==> config.mk <==
export PLATFORM = sky130hd
export DESIGN_NAME = elastic_read_ctrl
export DESIGN_NICKNAME = d
export VERILOG_FILES = /design/src/rtl/eb_pkg.sv /design/src/rtl/eb_gray_to_bin.sv /design/src/rtl/elastic_read_ctrl.sv
export SDC_FILE = /design/constraint.sdc
export NUM_CORES = 1
export LEC_CHECK = 0
export ABC_CLOCK_PERIOD_IN_PS = 2900
export BUFFER_PORTS_ARGS = -buffer_cell sky130_fd_sc_hd__buf_4
export CAP_MARGIN = 20
export CORE_MARGIN = 3
export CORE_UTILIZATION = 45
export CTS_CLUSTER_DIAMETER = 40
export CTS_CLUSTER_SIZE = 12
export DETAILED_ROUTE_END_ITERATION = 16
export PLACE_DENSITY = 0.81
export SLEW_MARGIN = 20
export SYNTH_ARGS = -nofsm -noshare
export SYNTH_HDL_FRONTEND = slang
export SYNTH_HIERARCHICAL = 1
export SYNTH_SLANG_ARGS = --single-unit
==> constraint.sdc <==
create_clock -name read_clk -period 2.9 [get_ports read_clk]
set_input_delay 0.58 -clock read_clk [delete_from_list [all_inputs] [get_ports read_clk]]
set_output_delay 0.58 -clock read_clk [all_outputs]
set_load 0.005 [all_outputs]
==> src/rtl/eb_pkg.sv <==
// Shared definitions for the RX elastic buffer: SKP encodings, default symbol
// width and the per-cycle read action.
package eb_pkg;

    localparam int EB_DATA_WIDTH = 10;

    localparam logic [EB_DATA_WIDTH-1:0] EB_SKP_RD_NEG = 10'b0011111001;
    localparam logic [EB_DATA_WIDTH-1:0] EB_SKP_RD_POS = 10'b1100000110;

    typedef enum logic [1:0] {
        HOLD = 2'd0,
        ADV  = 2'd1,
        INS  = 2'd2,
        DEL  = 2'd3
    } action_e;

endpackage

==> src/rtl/eb_gray_to_bin.sv <==
// Gray-code to binary converter, used on the synchronised write pointer.
module eb_gray_to_bin #(
    parameter int WIDTH = 5
) (
    input  logic [WIDTH-1:0] i_gray,
    output logic [WIDTH-1:0] o_bin
);

    // Each binary bit is the XOR of all Gray bits at or above it.
    always_comb begin
        o_bin = '0;
        for (int i = 0; i < WIDTH; i++) begin
            o_bin[i] = ^(i_gray >> i);
        end
    end

endmodule

==> src/rtl/elastic_read_ctrl.sv <==
// Read-side controller for the RX elastic buffer: read pointer, fill level,
// and SKP insertion/deletion for clock compensation.
module elastic_read_ctrl
    import eb_pkg::*;
#(
    parameter int                    DATA_WIDTH   = EB_DATA_WIDTH,
    parameter int                    BUFFER_DEPTH = 16,
    parameter logic [DATA_WIDTH-1:0] SKP_RD_NEG   = EB_SKP_RD_NEG,
    parameter logic [DATA_WIDTH-1:0] SKP_RD_POS   = EB_SKP_RD_POS,
    parameter int                    MAX_INS      = 2,
    parameter int                    MIN_SKP_KEEP = 1,
    localparam int                   AW           = $clog2(BUFFER_DEPTH)
) (
    input  logic                  read_clk,
    input  logic                  rst,
    input  logic [AW:0]           gray_write_pointer,
    input  logic [DATA_WIDTH-1:0] data_out,
    input  logic                  buffer_mode,
    input  logic                  add_req,
    input  logic                  del_req,
    output logic [AW:0]           read_address,
    output logic [AW:0]           gray_read_pointer,
    output logic                  empty,
    output logic [AW:0]           level,
    output logic                  rd_valid,
    output logic                  insert,
    output logic                  skp_added,
    output logic                  skp_removed
);

    localparam int INS_W = $clog2(MAX_INS + 2);
    localparam int RUN_W = $clog2(MIN_SKP_KEEP + 2);

    localparam logic [INS_W-1:0] INS_LIMIT     = INS_W'(MAX_INS);
    localparam logic [RUN_W-1:0] RUN_KEEP      = RUN_W'(MIN_SKP_KEEP);
    localparam logic [RUN_W-1:0] RUN_SAT       = '1;
    localparam logic [AW:0]      LEVEL_DEL_MIN = (AW + 1)'(2);

    logic [AW:0]      r_rd_ptr;
    logic             r_empty;
    logic [AW:0]      r_level;
    logic             r_rd_valid;
    logic             r_insert;
    logic             r_skp_added;
    logic             r_skp_removed;
    logic [INS_W-1:0] r_ins_cnt;
    logic [RUN_W-1:0] r_run_cnt;

    logic [AW:0]      w_wr_bin;
    logic             w_is_skp;
    action_e          w_action;

    logic [AW:0]      w_rd_nxt;
    logic             w_valid_nxt;
    logic             w_insert_nxt;
    logic             w_added_nxt;
    logic             w_removed_nxt;
    logic [INS_W-1:0] w_ins_nxt;
    logic [RUN_W-1:0] w_run_nxt;

    eb_gray_to_bin #(
        .WIDTH (AW + 1)
    ) u_wr_g2b (
        .i_gray (gray_write_pointer),
        .o_bin  (w_wr_bin)
    );

    assign w_is_skp = (data_out == SKP_RD_NEG) || (data_out == SKP_RD_POS);

    // Action priority: empty hold, then pass-through / conflicting requests,
    // then insertion, then deletion, else a plain advance.
    always_comb begin
        w_action = ADV;
        if (r_empty) begin
            w_action = HOLD;
        end else if (buffer_mode || (add_req && del_req)) begin
            w_action = ADV;
        end else if (add_req && w_is_skp && (r_ins_cnt < INS_LIMIT)) begin
            w_action = INS;
        end else if (del_req && w_is_skp && (r_run_cnt >= RUN_KEEP) &&
                     (r_level >= LEVEL_DEL_MIN)) begin
            w_action = DEL;
        end
    end

    always_comb begin
        w_rd_nxt      = r_rd_ptr;
        w_valid_nxt   = 1'b0;
        w_insert_nxt  = 1'b0;
        w_removed_nxt = 1'b0;
        w_added_nxt   = r_skp_added;
        w_ins_nxt     = r_ins_cnt;
        w_run_nxt     = r_run_cnt;
        case (w_action)
            HOLD: begin
                w_valid_nxt = 1'b0;
            end
            INS: begin
                w_valid_nxt  = 1'b1;
                w_insert_nxt = 1'b1;
                w_added_nxt  = 1'b1;
                w_ins_nxt    = r_ins_cnt + INS_W'(1);
            end
            DEL: begin
                w_rd_nxt      = r_rd_ptr + (AW + 1)'(1);
                w_removed_nxt = 1'b1;
            end
            default: begin
                w_rd_nxt    = r_rd_ptr + (AW + 1)'(1);
                w_valid_nxt = 1'b1;
                if (w_is_skp) begin
                    if (r_run_cnt != RUN_SAT) begin
                        w_run_nxt = r_run_cnt + RUN_W'(1);
                    end
                end else begin
                    w_run_nxt   = '0;
                    w_ins_nxt   = '0;
                    w_added_nxt = 1'b0;
                end
            end
        endcase
    end

    // Flags are computed from the next pointer so empty rises on the edge
    // that consumes the last word.
    always_ff @(posedge read_clk) begin
        if (rst) begin
            r_rd_ptr      <= '0;
            r_empty       <= 1'b1;
            r_level       <= '0;
            r_rd_valid    <= 1'b0;
            r_insert      <= 1'b0;
            r_skp_added   <= 1'b0;
            r_skp_removed <= 1'b0;
            r_ins_cnt     <= '0;
            r_run_cnt     <= '0;
        end else begin
            r_rd_ptr      <= w_rd_nxt;
            r_empty       <= (w_rd_nxt == w_wr_bin);
            r_level       <= w_wr_bin - w_rd_nxt;
            r_rd_valid    <= w_valid_nxt;
            r_insert      <= w_insert_nxt;
            r_skp_added   <= w_added_nxt;
            r_skp_removed <= w_removed_nxt;
            r_ins_cnt     <= w_ins_nxt;
            r_run_cnt     <= w_run_nxt;
        end
    end

    assign read_address      = r_rd_ptr;
    assign gray_read_pointer = r_rd_ptr ^ (r_rd_ptr >> 1);
    assign empty             = r_empty;
    assign level             = r_level;
    assign rd_valid          = r_rd_valid;
    assign insert            = r_insert;
    assign skp_added         = r_skp_added;
    assign skp_removed       = r_skp_removed;

endmodule

# Word-level counts from Yosys, hierarchy flattened
# Index checks and enable logic that the tools add are counted.
# W data, S select, Z words.
[op_classes]
n_addsub = 4
n_lt_le_gt_ge = 3
n_reduce_logical = 19
n_bitwise = 3
eq_ne = 8
mux = 14
[op_table]
columns = ["op", "n"]
rows = [
  ["$reduce_xor A5 Y1", 5],
  ["$mux W2", 7],
  ["$eq A10 B10 Y1 const B", 1],
  ["$eq A10 B8 Y1 const B", 1],
  ["$logic_and A1 B1 Y1", 6],
  ["$add A5 B1 Y5 const B", 1],
  ["$eq A5 B5 Y1", 1],
  ["$ge A5 B2 Y1 const B", 1],
  ["$mux W5", 1],
  ["$sub A5 B5 Y5", 1],
  ["$xor A5 B4 Y5", 1],
  ["$add A2 B1 Y2 const B", 2],
  ["$eq A2 B2 Y1 const B", 2],
  ["$mux W1", 4],
  ["$ne A2 B1 Y1 const B", 2],
  ["$pmux W2 S2", 1],
  ["$reduce_and A2 Y1", 2],
  ["$reduce_or A2 Y1", 2],
  ["$reduce_or A3 Y1", 1],
  ["$ge A2 B1 Y1 const B", 1],
  ["$logic_not A2 Y1", 1],
  ["$logic_or A1 B1 Y1", 2],
  ["$lt A2 B2 Y1 const B", 1],
  ["$ne A2 B2 Y1 const B", 1],
  ["2 further kinds", 3],
]
[totals]
input_bits = 20
output_inout_bits = 20
register_bits = 19
word_cells = 60

# Longest topological paths before layout
# Gate-level depths: netlist (run 1).
[depth]
ltp_word = 13
depth_mapped = 12
mapped_depth_nobuf = 12

# Modules after synthesis
# Netlist (run 1), hierarchy kept.
[by_module_without_submodules]
columns = ["module", "instances", "cells_each", "seq_area_each_um2", "area_each_um2"]
rows = [
  ["elastic_read_ctrl", 1, 126, 380.4, 1149.9],
  ["eb_gray_to_bin", 1, 6, 0.0, 72.6],
]

# Worst setup path after synthesis (run 1)
# No wires, ideal clock.
[synth_timing]
path_type = "input to register"
startpoint = "in data_out[5]"
endpoint = "reg r_level[4] (netlist: level[4])"
setup_time_ns = 0.129
stages = 12
arrival_time_ns = 2.666
t_required_ns = 2.771
path_buffers = 0
slack_ns = 0.105
path_cell_list = "nor4_1 and4_1 nor3_4 xor2_1 ha_1 inv_1 fa_1 a21o_1 a21oi_1 nor3_1 o21ai_0 nand4_1"
[synth_via]
elab_chain_len = 13
elab_cells_between_ends = 17
cone_classes = "1 x add/sub; 3 x eq/ne; 5 x mux; 8 x reduce/logical"
[synth_lines]
columns = ["item", "line_no", "source"]
rows = [
  ["start: declaration", "elastic_read_ctrl.sv:17", "input logic [DATA_WIDTH-1:0] data_out,"],
  ["$eq A10 B8 Y1 / $eq A10 B10 Y1 (equally long branches)", "elastic_read_ctrl.sv:68", "assign w_is_skp = (data_out == SKP_RD_NEG) || (data_out == SKP_RD_POS);"],
  ["$logic_or A1 B1 Y1 *", "elastic_read_ctrl.sv:68", ""],
  ["$logic_and A1 B1 Y1 (3 in series)", "elastic_read_ctrl.sv:80", "end else if (del_req && w_is_skp && (r_run_cnt >= RUN_KEEP) &&"],
  ["$mux W2", "elastic_read_ctrl.sv:80", ""],
  ["$mux W2 *", "elastic_read_ctrl.sv:78", "end else if (add_req && w_is_skp && (r_ins_cnt < INS_LIMIT)) begin"],
  ["$mux W2 *", "elastic_read_ctrl.sv:76", "end else if (buffer_mode || (add_req && del_req)) begin"],
  ["$mux W2 *", "elastic_read_ctrl.sv:74", "if (r_empty) begin"],
  ["$eq A2 B2 Y1 / $logic_not A2 Y1 (equally long branches)", "elastic_read_ctrl.sv:94", "case (w_action)"],
  ["$reduce_or A2 Y1 (no line) *", "-", ""],
  ["$mux W5 *", "-", ""],
  ["via w_rd_nxt[0]", "elastic_read_ctrl.sv:53", "logic [AW:0] w_rd_nxt;"],
  ["$sub A5 B5 Y5 *", "elastic_read_ctrl.sv:140", "r_level <= w_wr_bin - w_rd_nxt;"],
  ["end signal: assignment", "elastic_read_ctrl.sv:140", ""],
  ["end: declaration", "elastic_read_ctrl.sv:41", "logic [AW:0] r_level;"],
]
# The timed path passes the listed nets; every way through them passes the cells marked *.
# A chain may end at the register's enable or synchronous reset.

# Final worst setup path (run 1)
[layout_timing]
startpoint = "in data_out[0]"
endpoint = "reg r_level[4] (netlist: level[4])"
# Same word-level chain as after synthesis.

==> out/qor.txt, run 1 <==
Outcome = completed
Initial Utilization = 48.5%
Postcts setup bufs = 0
PD cells = 413 nW/um2
Die height = 58.1 um
Post-synth ARST share = 0%
Hold Vio Cnt, Final = 0
Initial antenna violation count = 0
Final period util = 96.3%
Setup WS pre-CTS = -0.168 ns
Hold WC Path Type = flip-flop to flip-flop
Reg area = 380 um2
Cts-stage hold buffer count = 0
Required time of the critical path = 3.08 ns
Leakage power figure = 0.752 nW
Top FF cell, synth = dfxtp_1
Share of cells above drive strength 1 = 34.6%
Flop pwr share = 44.9%
Area of the multi-input gates = 793 um2
Fmax = 358 MHz
Psw = 0.000204 W
Startpoint Class = input port
Antenna cells = 0
Synthesis Warnings = 6
Critical path class = input port to flip-flop
Post-synth EDFFs = 0
Iter 0 DRT Violations = 37
Syn Nets = 165
Vias in the first global route = 1219
HPWL Detailed = 2460 um
Hold path endpoint = r_ins_cnt[0]
Final Setup Violations = 0
Core Rows = 18
Util after Layout = 64.6%
Worst Tran Pin Value = 0.460 ns
Combinational share of power = 35.3%
Drt pass-1 iters = 4
Crit path cell chain = buf_4 > nor4bb_1 > and4_2 > nor3_4 > xor2_1 > ha_1 > inv_1 > fa_1 > a21o_1 > a21oi_2 > nor3_1 > o21ai_0 > nand4_1
Crit end category = flip-flop
Root buffer cell = clkbuf_4
Syn avg cell area = 9.26 um2
Aggregate routed wire length = 2990 um
Die Wd = 58.1 um
Placed instance count = 205
Final Cell Area = 1630 um2
CP Max Fanout = 4
Pint = 0.000469 W
Clk pwr share = 19.9%
PortBufs = 39
Switch share = 30.3%
Global route overflow = 0
CTS tree = built
Largest net degree at the start of global routing = 19
Skew final = 0.00127 ns
Hold Path Origin = r_ins_cnt[0]
R2r startpoint = r_ins_cnt[1]
FF-to-FF End = level[4]
Reg-to-reg slack, setup = 0.26 ns
First-pass GRT wire length = 4890 um
Layout overhead on the synthesized area = 33.3%
# DRC = 0
Worst hold path depth = 1
Clock sink count = 19
Worst reg-to-reg path cell count = 12
VDD IR max = 0.328 mV
CTS H-Tree Depth = 1
Synth Register Bits = 19
Routed Antenna Nets = 0
Seq/Total Area, Yosys = 31.1%
Clock Tree Buf Depth = 2
Critical path's slowest cell = nor4bb_1
Largest delay share family, worst path = simple AND/OR/NAND/NOR gates
Total GRT Usage = 18.9%
Max stage delay on crit path = 0.45 ns
Distinct cell type count after synthesis = 40
Net count, final = 213
Via/cell ratio = 5.52
Total CTS buffers = 3
Worst path arrival time = 2.98 ns
Final Max Slew Viols = 0
Mapped Cells = 132
Clock latency on the worst-skew pair = 0.29 ns
Count of max-cap constraint violations = 0
Routed length per instance = 14.3 um
# fillers = 226
Die area = 3380 um2
Boundary pin count = 40
Post-Synthesis Cell Area = 1220 um2
Core area = 2520 um2
Worst Path Buf+Inv = 2
GPL Wtd Cong = 0.839
Post-layout min period = 2.79 ns
PnR worst setup slack = 0.107 ns
Rel. slew slack = 68.9%
Worst-path clk slew = 0.11 ns
Finished Layout Cells = 209
DP Area = 1590 um2
Final Power = 0.000674 W
Routed vias = 1154
## synth_stat cells (2+ instances only)
library cell	count	area share [%]
dfxtp_1	19	31
nor2_1	13	4.0
ha_1	12	12
inv_1	10	3.1
a21oi_1	9	3.7
nand2_1	7	2.1
nand4_1	6	3.1
xnor2_1	6	4.3
xor2_1	4	2.9
nand3_1	3	1.2
nor2b_1	3	1.5
a21o_1	2	1.2
a31oi_1	2	1.0
and2_1	2	1.0
and3_4	2	1.8
and4_1	2	1.4
buf_4	2	1.2
clkbuf_1	2	0.61
mux2i_1	2	1.6
nand2b_1	2	1.0
o21ai_0	2	0.82
or4_1	2	1.2
## cells by family after synthesis
logic type / after synthesis / synth area share (%)
buf+inv: 14 / 4.91
xor+xnor: 12 / 10.3
flops: 19 / 31.1
simple gates: 52 / 27.7
compound gates: 20 / 10.3
fa+ha+maj: 13 / 13.9
mux: 2 / 1.64
## worst max path at each step
stage | start | endpoint | cells after the start
floorplan | data_out[5] | level[4] | 12
global placement | data_out[0] | level[4] | 13
detailed placement | data_out[0] | level[4] | 13
CTS | r_ins_cnt[1] | level[4] | 12
global route | data_out[0] | level[4] | 13
finish | data_out[0] | level[4] | 13
## metrics by stage
stage	TNS, ns	hold WS, ns
finish	0	0.479
global route	-0.0230	0.520
CTS	0	0.484
detailed placement	-0.201	0.468
global placement	-0.0627	0.454
floorplan	0	0.439
## layout by cell type, fill, tap and decap left out, types with 4 or more instances in the layout
master	count
xnor2_1	6
nand4_1	6
buf_4	47
ha_1	12
inv_1	10
a21oi_1	8
dfxtp_1	19
nand2_1	7
xor2_1	4
nor2_1	13
## layout make-up
type,instances,share of cell area [%]
multi-input combinational,99,48.7
timing repair buffer,47,21.7
sequential,19,23.3
clock buffer,3,1.38
inverter,10,2.30
tap,30,2.30
clock inverter,1,0.307
## registers in the layout (all words and copies together), names as in the netlist, 2 cells and up
signal / flops
level: 5
r_ins_cnt: 2
r_run_cnt: 2
read_address: 5
## power groups by stage
| stage | sequential [W] | combinational [W] | clock (W) |
|---|---|---|---|
| floorplan | 0.000307 | 0.000122 | 0 |
| global placement | 0.000305 | 0.000228 | 0 |
| detailed placement | 0.000308 | 0.000235 | 0 |
| CTS | 0.000302 | 0.000236 | 0.000140 |
| global route | 0.000304 | 0.000265 | 0.000156 |
| finish | 0.000302 | 0.000238 | 0.000134 |
## routing by layer
| metal | GRT usage, % | up-vias | wire [um] |
|---|---|---|---|
| met5 | 0 | - | 0 |
| met2 | 35.3 | 43 | 1620 |
| met3 | 4.23 | 7 | 165 |
| li1 | - | 561 | - |
| met1 | 19.4 | 543 | 1150 |
| met4 | 9.60 | 0 | 55 |
## worst register-to-register path: cells and delay by family, from the launching register on
kind                       cells  cell delay (ns)
and+or+nand+nor                5             0.85
adders and majority gates      2             0.56
AOI/OAI and AO/OA              3             0.49
DFF                            1             0.38
xor gates and xnor gates       1             0.18
buffers and inverters          1             0.06
## timing repair
action	4_1_cts	5_1_grt
endpoints found under the hold margin	0	0
gates resized for setup	0	3
setup endpoints to repair	0	1
(Power assumes the default switching activity.)
==> run 2: changes to the inputs <==
--- a/config.mk
+++ b/config.mk
@@ -8,8 +8,10 @@
 export ABC_CLOCK_PERIOD_IN_PS = 2900
 export BUFFER_PORTS_ARGS = -buffer_cell sky130_fd_sc_hd__buf_4
 export CAP_MARGIN = 20
+export CELL_PAD_IN_SITES_DETAIL_PLACEMENT = 1
+export CELL_PAD_IN_SITES_GLOBAL_PLACEMENT = 1
 export CORE_MARGIN = 3
-export CORE_UTILIZATION = 45
+export CORE_UTILIZATION = 33
 export CTS_CLUSTER_DIAMETER = 40
 export CTS_CLUSTER_SIZE = 12
 export DETAILED_ROUTE_END_ITERATION = 16
==> out/qor.txt, run 2 (synthesis results as in run 1) <==
Worst path arrival time = 2.83 ns (-0.15 ns)
Cell mode on critical path = buf_4
R2r startpoint = r_ins_cnt[1]
Clock latency on the worst-skew pair = 0.26 ns (-0.03 ns)
Iter 0 DRT Violations = 30 (-19%)
Routed length per instance = 15.2 um (+6.1%)
Rel. slew slack = 68.2% (-0.74 points)
Worst reg-to-reg path cell count = 12 (unchanged)
Worst-path clk slew = 0.07 ns (-0.04 ns)
Post-cts resize count = 0 (unchanged)
Clock Tree Buf Depth = 2 (unchanged)
Total CTS buffers = 3 (unchanged)
CTS H-Tree Depth = 1 (unchanged)
PnR worst setup slack = 0.212 ns (+0.105 ns)
Outcome = completed
Largest net degree at the start of global routing = 19 (unchanged)
Drt pass-1 iters = 4 (unchanged)
Setup repair after global routing missed its margin = no
Critical path's slowest cell = fa_1
Net count, final = 214 (+0.47%)
Hold WC Path Type = flip-flop to flip-flop
Count of max-cap constraint violations = 0 (unchanged)
Postcts setup bufs = 0 (unchanged)
Aggregate routed wire length = 3430 um (+15%)
Final Power = 0.000736 W (+9.3%)
Crit path cell chain = buf_4 > nor4bb_1 > buf_4 > and4_4 > nor3_4 > xor2_2 > ha_1 > inv_1 > fa_1 > a21o_1 > a21oi_2 > nor3_1 > o21ai_0 > nand4_1
Die height = 66.9 um (+15%)
# DRC = 0 (unchanged)
Crit end category = flip-flop
Die area = 4470 um2 (+32%)
CP Max Fanout = 4 (unchanged)
Via/cell ratio = 5.07 (-8.2%)
Final period util = 92.7% (-3.6 points)
Routed Antenna Nets = 0 (unchanged)
Switch share = 29.8% (-0.59 points)
Psw = 0.000219 W (+7.2%)
VDD IR max = 0.183 mV (-44%)
PD cells = 436 nW/um2 (+5.5%)
Root buffer cell = clkbuf_8
CTS tree = built
Routed vias = 1145 (-0.78%)
Initial Utilization = 35.5% (-13 points)
PortBufs = 39 (unchanged)
Reg-to-reg slack, setup = 0.27 ns (about the same)
Max stage delay on crit path = 0.38 ns (-0.07 ns)
Critical path class = input port to flip-flop
Clk pwr share = 25.2% (+5.3 points)
Final Cell Area = 1690 um2 (+3.6%)
Clock sink count = 19 (unchanged)
GPL Wtd Cong = 0.754 (-10%)
Worst Tran Pin Value = 0.474 ns (+0.0140 ns)
First-pass GRT wire length = 5640 um (+15%)
Leakage power figure = 0.764 nW (+1.6%)
Pint = 0.000517 W (+10%)
Reg area = 380 um2 (unchanged)
FF-to-FF End = level[4]
HPWL Detailed = 2790 um (+13%)
Initial antenna violation count = 0 (unchanged)
Cts-stage hold buffer count = 0 (unchanged)
Flop pwr share = 41.1% (-3.8 points)
Total GRT Usage = 16.9% (-2.0 points)
Antenna cells = 0 (unchanged)
Skew final = 0.00343 ns (+0.00216 ns)
Most frequent cells in the layout = buf_4, dfxtp_1, nor2_1
Placed instance count = 222 (+8.3%)
Critical Path Sink = level[4]
Hold Vio Cnt, Final = 0 (unchanged)
Combinational share of power = 33.7% (-1.6 points)
Fmax = 372 MHz (+3.9%)
Area of the multi-input gates = 806 um2 (+1.6%)
Most common cell after layout, fill and taps aside = buf_4
Final Setup Violations = 0 (unchanged)
Die Wd = 66.9 um (+15%)
Finished Layout Cells = 226 (+8.1%)
Share of cells above drive strength 1 = 36.1% (+1.5 points)
Setup WS pre-CTS = -0.192 ns (-0.0244 ns)
# fillers = 425 (+88%)
DP Area = 1620 um2 (+1.7%)
Final Max Slew Viols = 0 (unchanged)
Layout overhead on the synthesized area = 38.1%
WHS = 0.505 ns (+0.0257 ns)
Post-layout min period = 2.69 ns (-0.105 ns)
Startpoint Class = input port
Global route overflow = 0 (unchanged)
Core Rows = 21 (+3)
Crit path from = data_out[0]
Boundary pin count = 40 (unchanged)
Vias in the first global route = 1197 (-1.8%)
Required time of the critical path = 3.04 ns (-0.04 ns)
Core area = 3440 um2 (+36%)
[run 2: cell count changes in the layout (fill, tap and decap cells not counted)]
cell      previous run  this run
clkbuf_4             3         0
mux2i_1              2         1
clkbuf_8             0         3
and4_2               1         0
mux2i_2              0         1
buf_4               47        48
and4_4               1         2
xor2_2               1         2
xor2_1               4         3
[run 2: per-layer routing]
metal	GRT usage (%)	wire length [um]	vias to the layer above	share of wire, %
met5	0	0	-	0
met4	6.84	64	0	1.9
met3	3.04	175	5	5.1
met2	29.7	1760	30	51
met1	20.0	1430	546	42
li1	-	-	564	-
[run 2: layout make-up]
type                    instances  area share, %
clock buffers                   3           2.45
clock inverters                 1          0.297
inverters                      10           2.22
multi-input cells              99           47.7
flip-flops and latches         19           22.5
well taps                      46           3.41
repair buffers                 48           21.3
[run 2: worst max-delay path: cells and delay by family]
kind	cells	cell delay, ns
xor gates and xnor gates	1	0.16
AOI/OAI and AO/OA	3	0.46
and+or+nand+nor	5	0.72
adders and majority gates	2	0.56
buffers and inverters	3	0.35
[run 2: worst min path at each step]
stage | cells past startpoint | endpoint | slack [ns] | start
after global placement | 1 | r_ins_cnt[0] | 0.45 | r_ins_cnt[0]
after global routing | 2 | skp_added | 0.54 | skp_added
after CTS | 2 | skp_added | 0.51 | skp_added
final | 2 | skp_added | 0.50 | skp_added
after detailed placement | 1 | r_ins_cnt[0] | 0.48 | r_ins_cnt[0]
after floorplan | 1 | r_ins_cnt[0] | 0.44 | r_ins_cnt[0]
[run 2: through the flow]
step	utilization [%]	setup TNS (ns)
floorplan	-	0
global placement	47.0	-0.0651
detailed placement	47.0	-0.235
CTS	48.3	0
global route	49.0	0
finish	49.0	0
[run 2: power groups by stage]
stage / clock network, W / registers, W / logic [W]
after floorplan: 0 / 0.000307 / 0.000122
after global placement: 0 / 0.000307 / 0.000233
after detailed placement: 0 / 0.000307 / 0.000243
after CTS: 0.000189 / 0.000302 / 0.000246
after global routing: 0.000200 / 0.000305 / 0.000279
final: 0.000185 / 0.000302 / 0.000248
==> run 3: changes to the inputs <==
--- a/config.mk
+++ b/config.mk
@@ -10,7 +10,7 @@
 export CAP_MARGIN = 20
 export CELL_PAD_IN_SITES_DETAIL_PLACEMENT = 1
 export CELL_PAD_IN_SITES_GLOBAL_PLACEMENT = 1
-export CORE_MARGIN = 3
+export CORE_MARGIN = 4
 export CORE_UTILIZATION = 33
 export CTS_CLUSTER_DIAMETER = 40
 export CTS_CLUSTER_SIZE = 12
==> out/qor.txt, run 3 (synthesis results as in run 1) <==
Outcome = completed
Die height = 68.9 um (+3.0%)
Worst Tran Pin Value = 0.453 ns (-0.0213 ns)
PortBufs = 39 (unchanged)
Final Setup Violations = 0 (unchanged)
Fmax = 363 MHz (-2.5%)
Global route overflow = 0 (unchanged)
Aggregate routed wire length = 3530 um (+2.7%)
Final period util = 95.1% (+2.4 points)
Antenna cells = 0 (unchanged)
Initial Utilization = 35.2% (-0.27 points)
Core Rows = 21 (unchanged)
Clock latency on the worst-skew pair = 0.26 ns (about the same)
Net count, final = 214 (unchanged)
Setup repair after global routing missed its margin = no
Core area = 3470 um2 (+0.76%)
Hold Vio Cnt, Final = 0 (unchanged)
Skew final = 0.00748 ns (+0.00405 ns)
Leakage power figure = 0.765 nW (about the same)
DP Area = 1620 um2 (unchanged)
GPL Wtd Cong = 0.784 (+3.9%)
Largest net degree at the start of global routing = 19 (unchanged)
Crit end category = flip-flop
Startpoint Class = input port
Worst reg-to-reg path cell count = 12 (unchanged)
Cts-stage hold buffer count = 0 (unchanged)
Routed vias = 1159 (+1.2%)
Vias in the first global route = 1206 (+0.75%)
Worst hold path depth = 2 (unchanged)
Required time of the critical path = 3.04 ns (about the same)
Clock Tree Buf Depth = 2 (unchanged)
Layout overhead on the synthesized area = 39.5%
Rel. slew slack = 69.6% (+1.4 points)
WHS = 0.491 ns (-0.0141 ns)
Met1 GRT Util = 16.9% (-3.1 points)
CP Max Fanout = 4 (unchanged)
Final Cell Area = 1710 um2 (+1.0%)
M2 GR Usage = 29.2% (-0.54 points)
Drt pass-1 iters = 5 (+1)
# DRC = 0 (unchanged)
Post-layout min period = 2.76 ns (+0.0703 ns)
Die Wd = 68.9 um (+3.0%)
Clock sink count = 19 (unchanged)
CTS H-Tree Depth = 1 (unchanged)
Postcts setup bufs = 0 (unchanged)
Iter 0 DRT Violations = 37 (+23%)
Boundary pin count = 40 (unchanged)
Share of cells above drive strength 1 = 37.2% (+1.1 points)
Final Max Slew Viols = 0 (unchanged)
First-pass GRT wire length = 5310 um (-5.9%)
Critical path class = input port to flip-flop
HPWL Detailed = 2790 um (+0.20%)
Routed Antenna Nets = 0 (unchanged)
GRT busiest layer = met2
Hold WC Path Type = flip-flop to flip-flop
Initial antenna violation count = 0 (unchanged)
PD cells = 441 nW/um2 (+1.1%)
Root buffer cell = clkbuf_8
Hold Path Origin = skp_added
Total GRT Usage = 15.0% (-1.9 points)
R2r startpoint = r_ins_cnt[1]
M3 GR Usage = 1.78% (-1.3 points)
Via/cell ratio = 5.13 (+1.2%)
Routed length per instance = 15.6 um (+2.7%)
Count of max-cap constraint violations = 0 (unchanged)
Most frequent cells in the layout = buf_4, dfxtp_1, nor2_1
Most common cell after layout, fill and taps aside = buf_4
VDD IR max = 0.201 mV (+9.8%)
CTS tree = built
Worst path arrival time = 2.90 ns (+0.07 ns)
Die area = 4740 um2 (+6.1%)
Worst-path clk slew = 0.08 ns (about the same)
Crit path from = data_out[0]
Total CTS buffers = 3 (unchanged)
[run 3: cell types whose count changed in the layout (fill, tap and decap cells not counted)]
cell / before / now
ha_2: 0 / 1
nor4_4: 0 / 1
nor4bb_1: 1 / 0
nor4bb_2: 0 / 1
nor4_2: 2 / 1
ha_1: 12 / 11
[run 3: report_power, final]
part / leakage, nW / switching (W) / total (W) / internal, W
Clock: 0.0255 / 0.0000941 / 0.000190 / 0.0000958
Combinational: 0.584 / 0.000119 / 0.000259 / 0.000140
Sequential: 0.155 / 0.0000178 / 0.000303 / 0.000285
[run 3: worst paths after layout]
kind	to	slack [ns]
max	level[4]	0.14
min	skp_added	0.49
max reg2reg	level[4]	0.19
min reg2reg	skp_added	0.49
[run 3: final cells by class]
type | instances | area [um2]
Inverter | 10 | 37.5
Clock inverter | 1 | 5.00
Multi-Input combinational cell | 99 | 823
Timing Repair Buffer | 48 | 360
Fill cell | 422 | 1760
Sequential cell | 19 | 380
Clock buffer | 3 | 41.3
Tap cell | 46 | 57.6
[run 3: repair_timing]
item,in CTS,in global routing
setup endpoints to repair,1,2
resized for setup,1,8
pin swaps,0,1
[run 3: metal layers]
metal / share of wire (%) / routed length (um)
met1: 41 / 1430
met2: 52 / 1840
met3: 5.4 / 190
met4: 1.7 / 61
met5: 0 / 0
[run 3: through the flow]
step / total power, W / TNS [ns] / util (%) / cells / setup slack, ns
after CTS: 0.000749 / 0 / 48.1 / 226 / 0.0494
after global placement: 0.000542 / -0.0816 / 46.6 / 222 / -0.0737
after detailed placement: 0.000554 / -0.397 / 46.6 / 222 / -0.268
after global routing: 0.000795 / 0 / 49.2 / 226 / 0.000766
final: 0.000752 / 0 / 49.2 / 226 / 0.142
after floorplan: 0.000429 / 0 / - / 132 / 0.105
[run 3: critical path: stages]
cell,delay (ns)
buf_4,0.11
nor4bb_2,0.28
buf_4,0.16
and4_4,0.24
nor3_4,0.05
xor2_2,0.20
ha_2,0.21
inv_1,0.06
fa_1,0.39
a21o_1,0.18
a21oi_2,0.19
nor3_1,0.07
o21ai_0,0.09
nand4_1,0.10
